**config.mk**
```make
export PLATFORM = sky130hd
export DESIGN_NAME = fnd_scan_controller
export DESIGN_NICKNAME = d
export VERILOG_FILES = /design/src/rtl/fnd_scan_controller.sv
export SDC_FILE = /design/constraint.sdc
export NUM_CORES = 1
export LEC_CHECK = 0
export BUFFER_PORTS_ARGS = -buffer_cell sky130_fd_sc_hd__buf_2
export CAP_MARGIN = 10
export CORE_ASPECT_RATIO = 0.7
export CORE_MARGIN = 2
export CORE_UTILIZATION = 55
export CTS_CLUSTER_DIAMETER = 40
export CTS_CLUSTER_SIZE = 8
export DETAILED_ROUTE_END_ITERATION = 7
export HOLD_SLACK_MARGIN = 0.03
export PLACE_DENSITY = 0.82
export REMOVE_ABC_BUFFERS = 1
export SETUP_SLACK_MARGIN = 0.2
export SLEW_MARGIN = 20
export SYNTH_ARGS = -nofsm -noshare
export SYNTH_HDL_FRONTEND = slang
export SYNTH_SLANG_ARGS = --single-unit
```
**constraint.sdc**
```tcl
create_clock -name i_clk -period 3.2 [get_ports i_clk]
set_input_delay 0.48 -clock i_clk [delete_from_list [all_inputs] [get_ports i_clk]]
set_output_delay 0.48 -clock i_clk [all_outputs]
set_load 0.05 [all_outputs]
```
**src/rtl/fnd_scan_controller.sv**
```systemverilog
// fnd_scan_controller
//   Takes a binary result from the calculator core and converts it to four BCD digits
//   with a sequential shift-add-3 (double dabble) FSM. It then time-multiplexes those
//   digits onto a 4-digit common FND, one slot per SCAN_DIV clocks.
//
//   Optional feature macro: FND_LEADING_ZERO_BLANK_EN
//     defined   : slots 1..3 are disabled while they and every higher slot hold zero
//                 (slot 0 always shows).
//     undefined : all four slots are always enabled.
//
// Ports
//   i_clk          in   1      system clock, rising edge
//   i_reset        in   1      synchronous, active-high reset
//   i_bin          in   BIN_W  binary value to display
//   i_valid        in   1      i_bin valid
//   o_ready        out  1      converter idle, can accept a new value
//   o_overflow     out  1      last accepted value was >9999 (shown as 9999)
//   o_digitSelect  out  2      active digit slot, 0=ones .. 3=thousands
//   o_value        out  4      BCD digit for the active slot
//   o_en           out  1      display enable for the active slot
//   o_fsm_state    out  2      converter state (0=IDLE, 1=SHIFT, 2=DONE) for observation
//
// Handshake: a value transfers on a rising clk edge where i_valid && o_ready. A
// transfer is never queued: i_valid seen while busy is dropped. The producer keeps
// i_valid high until it sees o_ready.
module fnd_scan_controller #(
  parameter int SCAN_DIV = 100_000,
  parameter int BIN_W    = 14
) (
  input  logic             i_clk,
  input  logic             i_reset,
  input  logic [BIN_W-1:0] i_bin,
  input  logic             i_valid,
  output logic             o_ready,
  output logic             o_overflow,
  output logic [1:0]       o_digitSelect,
  output logic [3:0]       o_value,
  output logic             o_en,
  output logic [1:0]       o_fsm_state
);

  localparam int PW = (SCAN_DIV > 2) ? $clog2(SCAN_DIV) : 1;
  localparam int IW = $clog2(BIN_W + 1);

  typedef enum logic [1:0] {
    S_IDLE  = 2'd0,
    S_SHIFT = 2'd1,
    S_DONE  = 2'd2
  } state_e;

  state_e           state_q, state_d;
  logic [BIN_W-1:0] bin_q, bin_d;
  logic [15:0]      bcd_q, bcd_d;
  logic [15:0]      bcd_adj;
  logic [IW-1:0]    iter_q, iter_d;
  logic             ovf_q, ovf_d;
  logic [15:0]      disp_q, disp_d;

  logic [PW-1:0]    presc_q, presc_d;
  logic [1:0]       digit_q, digit_d;
  logic [3:0]       value_q, value_d;
  logic             en_q, en_d;

  // ---------------- converter ----------------
  always_ff @(posedge i_clk) begin
    if (i_reset) begin
      state_q <= S_IDLE;
      bin_q   <= '0;
      bcd_q   <= '0;
      iter_q  <= '0;
      ovf_q   <= 1'b0;
      disp_q  <= '0;
    end else begin
      state_q <= state_d;
      bin_q   <= bin_d;
      bcd_q   <= bcd_d;
      iter_q  <= iter_d;
      ovf_q   <= ovf_d;
      disp_q  <= disp_d;
    end
  end

  always_comb begin
    state_d = state_q;
    bin_d   = bin_q;
    bcd_d   = bcd_q;
    iter_d  = iter_q;
    ovf_d   = ovf_q;
    disp_d  = disp_q;

    // Nibbles >=5 would become >=10 after the shift, so pre-correct them by 3.
    bcd_adj = bcd_q;
    for (int n = 0; n < 4; n++) begin
      if (bcd_q[4*n +: 4] >= 4'd5) begin
        bcd_adj[4*n +: 4] = bcd_q[4*n +: 4] + 4'd3;
      end
    end

    unique case (state_q)
      S_IDLE: begin
        if (i_valid) begin
          // Values above 9999 saturate so the display never shows a torn 5th digit.
          ovf_d   = (32'(i_bin) > 32'd9999);
          bin_d   = ovf_d ? BIN_W'(9999) : i_bin;
          bcd_d   = '0;
          iter_d  = '0;
          state_d = S_SHIFT;
        end
      end
      S_SHIFT: begin
        bcd_d  = {bcd_adj[14:0], bin_q[BIN_W-1]};
        bin_d  = {bin_q[BIN_W-2:0], 1'b0};
        iter_d = iter_q + IW'(1);
        if (iter_q == IW'(BIN_W - 1)) begin
          state_d = S_DONE;
        end
      end
      S_DONE: begin
        // All four digits change on the same edge.
        disp_d  = bcd_q;
        state_d = S_IDLE;
      end
      default: state_d = S_IDLE;
    endcase
  end

  // ---------------- scan ----------------
  always_ff @(posedge i_clk) begin
    if (i_reset) begin
      presc_q <= '0;
      digit_q <= '0;
      value_q <= '0;
      en_q    <= 1'b0;
    end else begin
      presc_q <= presc_d;
      digit_q <= digit_d;
      value_q <= value_d;
      en_q    <= en_d;
    end
  end

  always_comb begin
    presc_d = presc_q + PW'(1);
    digit_d = digit_q;
    if (presc_q == PW'(SCAN_DIV - 1)) begin
      presc_d = '0;
      digit_d = digit_q + 2'd1;
    end

    // Value and enable are looked up with the next slot index so they change on
    // the same edge as o_digitSelect.
    value_d = '0;
    en_d    = 1'b1;
    unique case (digit_d)
      2'd0: value_d = disp_q[3:0];
      2'd1: value_d = disp_q[7:4];
      2'd2: value_d = disp_q[11:8];
      2'd3: value_d = disp_q[15:12];
      default: value_d = '0;
    endcase
`ifdef FND_LEADING_ZERO_BLANK_EN
    unique case (digit_d)
      2'd0: en_d = 1'b1;
      2'd1: en_d = |disp_q[15:4];
      2'd2: en_d = |disp_q[15:8];
      2'd3: en_d = |disp_q[15:12];
      default: en_d = 1'b1;
    endcase
`endif
  end

  assign o_ready       = (state_q == S_IDLE);
  assign o_overflow    = ovf_q;
  assign o_digitSelect = digit_q;
  assign o_value       = value_q;
  assign o_en          = en_q;
  assign o_fsm_state   = state_q;

endmodule

```
[Word level (Yosys, flattened, before mapping)]
Index checks and enable logic that the tools add are counted.
Widths: inputs -> output; s select.
Operators by class
  $add $sub $neg: 7
  order comparisons: 5
  $mul: 0
  shift-type cells: 0
  bitwise gates (word level): 0
  mux-type cells: 17
  div/mod/pow operators: 0
  reduce and logical (&&, ||, !) cells: 7
  equality and inequality tests: 9
Operator list (count)
  $pmux 16 s2: 1
  $mux 14: 2
  $pmux 14 s2: 1
  $add 17x1->17 const B: 1
  $eq 17x17->1 const B: 1
  $ge 4x3->1 const B: 4
  $mux 16: 1
  $mux 4: 4
  $pmux 4 s4: 1
  $gt 14x14->1 const B: 1
  $add 4x2->4 const B: 3
  $pmux 4 s2: 1
  $eq 2x2->1 const B: 3
  $mux 2: 3
  $reduce_and 2->1: 3
  $add 4x1->4 const B: 1
  $eq 2x1->1 const B: 2
  $eq 4x4->1 const B: 1
  $logic_not 2->1: 2
  $ne 2x2->1 const B: 2
  $pmux 2 s2: 1
  $add 3x2->3 const B: 1
  $mux 3: 1
  $add 2x1->2 const B: 1
  3 further kinds: 3
Word-level totals
  output and inout port bits: 11
  bits in writable memories: 0
  bits of input ports: 17
  bits in latches: 0
  memories: 0
  bits in registers: 77
  logic and storage cells: 55
  bits in read-only memories: 0

[Logic depth before layout (Yosys ltp)]
  word-level depth: 4
  gate-level depth with buffers: 6
  gate-level depth less buffers: 6

[Worst setup path before layout]
Ideal clock, no wire load.
  kind: register -> register
  from: reg state_q[0] (netlist: o_fsm_state[0])
  to: reg bin_q[13]
  arrival: 1.994 ns
  buffers on the path: 1
  slack: 1.128 ns
  setup time: 0.078 ns
  period minus slack after synthesis: 2.072 ns
  stages on the path, launching flop included: 6
  required time: 3.122 ns
  path through: dfxtp_1 nor2_1 and2_1 clkbuf_1 nor3_1 nor3_1
On the way
  cells in the longest elaborated chain, start to end: 3
  elaborated cells between the ends (all ways): 6
  those cells by class: 2 x eq/ne; 1 x mux; 3 x reduce/logical
RTL lines
  start, declared: line 51  | state_e state_q, state_d;
  start signal, assigned: line 74  | state_q <= state_d;
  $logic_not 2->1 *
  named net o_ready: line 34  | output logic o_ready,
  $ne 2x2->1 (no line) or $reduce_bool 2->1 (tied branches)
  $reduce_and 2->1 (no line)
  end signal, assigned: line 75  | bin_q <= bin_d;
  end, declared: line 52  | logic [BIN_W-1:0] bin_q, bin_d;
The timed path passes the listed nets; every way through them passes the cells marked *.
A chain may end at the register's enable or synchronous reset.

[Worst setup path after layout]
  from: reg digit_q[1] (netlist: o_digitSelect[1])
  to: out o_digitSelect[1]
RTL lines
  start, declared: line 60  | logic [1:0] digit_q, digit_d;
  start signal, assigned: line 136  | digit_q <= digit_d;
  end, declared: line 36  | output logic [1:0] o_digitSelect,
No word-level cell between the ends.

==> results.toml <==
[layout]
stdcell_count = 519
area.growth.synth_to_final_pct = 10.92
multi_input_area_um2 = 1891
mostFrequentLayoutCells = "dfxtp_1, nand2_1, a21oi_1"
seqCellArea_um2 = 1541
antenna_cells = 0
drive_gt1_frac = 0.1224
nets = 464
mostFrequentLayoutCell = "dfxtp_1"
final.fill_count = 515

[place]
port_buffers = 27
hpwl_mm = 5.360
dp_cells = 503
place_congestion = 0.8342

[timing]
setup_viol = 0
drv_slew = 0
rsz0062_at_grt = "no"
tightest_slew_ps = 990.2
fmax_mhz = 495.5
finalCritPeriodShare = 0.6307
relSlewSlack = 0.3385
timing.final.crit_period_ps = 2018
tns_ps = 0
hold_viol = 0
worst_clock_skew_ps = 15.95

[floorplan]
die_h_um = 71.67
rows = 24
dieArea_um2 = 7214
die_w_um = 100.7
core_region_area_um2 = 6276
ios = 28
initial_utilization = 0.5732

[setup_path]
worstPathCellList = "buf_2"
worst_path_max_delay_cell = "dfxtp_1"
r2r-start = "presc_q[0]"
crit_fanout = 23
cp-startpoint = "o_digitSelect[1]"
crit_path_end_kind = "output port"
criticalPathCategory = "flop to output port"
path_delay_family = "flip-flops"
rrSetupSlack_ps = 1240
critical-path-max-stage-delay_ps = 780
crit_path_start_kind = "flop"
reg2regPathDepth = 5
path_depth = 1
critPathArrivalTime_ps = 1540
path_buf_inv = 1
crit_required_ps = 2720

[logic_synthesis]
syn_inst = 419
yosys_warnings = 0
ys.flop_type = "dfxtp_1"
async_flop_share = 0
synth.yosys.seq_area_share = 0.4285
synth_cell_types = 49
syn_area_per_cell_um2 = 8.585
synth-edff-count = 0
ys_ff_latch = 77
netlist_area_um2 = 3597

[detailed_routing]
drtAntennaViolNets = 0
vias = 3110
wl_met1_mm = 3.803
wl_met3_um = 506
dr_wl_met2_mm = 3.436
drc_errors = 0
drt_iter0_markers = 225
drt-pass1-iter-count = 5
vias_per_cell = 5.992
wl_per_cell_um = 15.16
top_layer = "met4"
drt-total-wl_mm = 7.869

[grt]
grt_max_degree = 24
grt-ovfl-total = 0
grt_use_total = 0.2366
grt_antenna_before_repair = 0
grt_pass1_vias = 2873
grt_pass1_wl_mm = 13.51

[power_and_ir_drop]
p_sw_frac = 0.2316
clkPwrFrac = 0.441
pwr-share-comb = 0.063
seq_power_share = 0.496
power_leakage_nw = 1.458
power_switching_w = 0.0004638
intPower_w = 0.001539
powerDensity_nw_per_um2 = 502.0
vdd_drop_max_v = 0.0003219

[cts]
post_cts_buffers = 0
ctsHtreeMaxLevel = 3
cts_resized = 0
clockRootBuffer = "clkbuf_8"
hold_buffers = 0
cts_inserted_buffers = 9
cts_tree = "built"
clock_path_buffers = 2
path_clk_slew_ps = 90
insertion_delay_ps = 360
cts.sink_count = 77

[run]
drv_cap = 0

[min_path]
min_from = "i_bin[1]"
worstHoldPathCells = 3
worst_hold_path_type = "primary input to flop"

[status]
status = "finished clean"
## cells in the mapped netlist, types with 4 or more instances
master | instances | area share
a211oi_1 | 4 | 0.0083
a21oi_1 | 39 | 0.054
a22o_1 | 7 | 0.017
a22oi_1 | 9 | 0.019
a32o_1 | 4 | 0.011
and3_1 | 4 | 0.0070
and4_1 | 7 | 0.017
clkbuf_1 | 19 | 0.020
dfxtp_1 | 77 | 0.43
ha_1 | 11 | 0.038
inv_1 | 15 | 0.016
mux2_2 | 4 | 0.013
mux2i_1 | 8 | 0.022
nand2_1 | 43 | 0.045
nand2b_1 | 6 | 0.010
nand3_1 | 8 | 0.011
nand4_1 | 8 | 0.014
nor2_1 | 35 | 0.037
nor3_1 | 14 | 0.019
nor3b_1 | 8 | 0.017
o211ai_1 | 4 | 0.0083
o21a_1 | 4 | 0.0083
o21ai_0 | 20 | 0.028
o22ai_1 | 5 | 0.0087
o31ai_1 | 5 | 0.010
xnor2_1 | 12 | 0.029
xor2_1 | 7 | 0.017
## power groups by stage
stage | clock, W | combinational [W] | sequential (W)
floorplan | 0 | 0.0000698 | 0.00102
global placement | 0 | 0.000123 | 0.00101
detailed placement | 0 | 0.000126 | 0.00101
CTS | 0.000889 | 0.000126 | 0.000993
global route | 0.000933 | 0.000142 | 0.000995
finish | 0.000883 | 0.000127 | 0.000993
## through the flow
stage | setup slack (ps) | utilization | total power [W] | hold slack, ps | area [um^2]
3_3_place_gp | 1327 | 0.5977 | 0.001136 | 434.9 | 3751
3_5_place_dp | 1292 | 0.5977 | 0.001140 | 446.7 | 3751
2_1_floorplan | 924.2 | - | 0.001089 | 425.5 | 3488
4_1_cts | 1195 | 0.6358 | 0.002008 | 343.8 | 3990
6_report | 1182 | 0.6358 | 0.002003 | 360.0 | 3990
5_1_grt | 1025 | 0.6358 | 0.002070 | 377.6 | 3990
## state kept, by name, indices dropped and copies added, names as in the netlist
signal         count
o_digitSelect      2
presc_q           17
iter_q             4
disp_q            16
o_fsm_state        2
o_en               1
bcd_q             16
bin_q             14
o_value            4
o_overflow         1
## routing by layer
metal | vias to the layer above | track usage
li1 | 1537 | -
met1 | 1459 | 0.3337
met2 | 97 | 0.3481
met3 | 17 | 0.06829
met4 | 0 | 0.08067
met5 | - | 0
## worst reg2reg max path: stages, from the launching register on
cell and delay [ps]:
dfxtp_1 380, ha_1 310, and4_2 270, nand4_1 270, nand2_1 500, nor2_1 100
## final cells by class
type,instances,share of cell area
Multi-Input combinational cell,302,0.4738
Sequential cell,77,0.3863
Timing Repair Buffer,31,0.04139
Clock buffer,10,0.03198
Clock inverter,6,0.02791
Tap cell,78,0.02446
Inverter,15,0.01411
## final timing paths
path,endpoint
max,o_digitSelect[1]
min,bin_q[1]
max reg2reg,presc_q[3]
min reg2reg,disp_q[14]
## logic make-up (layout without fill, tap and decap cells)
| group | count (synthesis) | count (layout) | share of synthesized area |
|---|---|---|---|
| flops | 77 | 77 | 0.4285 |
| simple gates | 152 | 152 | 0.2164 |
| mux | 12 | 12 | 0.03478 |
| fa+ha+maj | 11 | 11 | 0.03826 |
| xor+xnor | 19 | 19 | 0.04626 |
| compound gates | 108 | 108 | 0.1899 |
| buf+inv | 40 | 62 | 0.04591 |
Power figures use the tool's default switching activity.
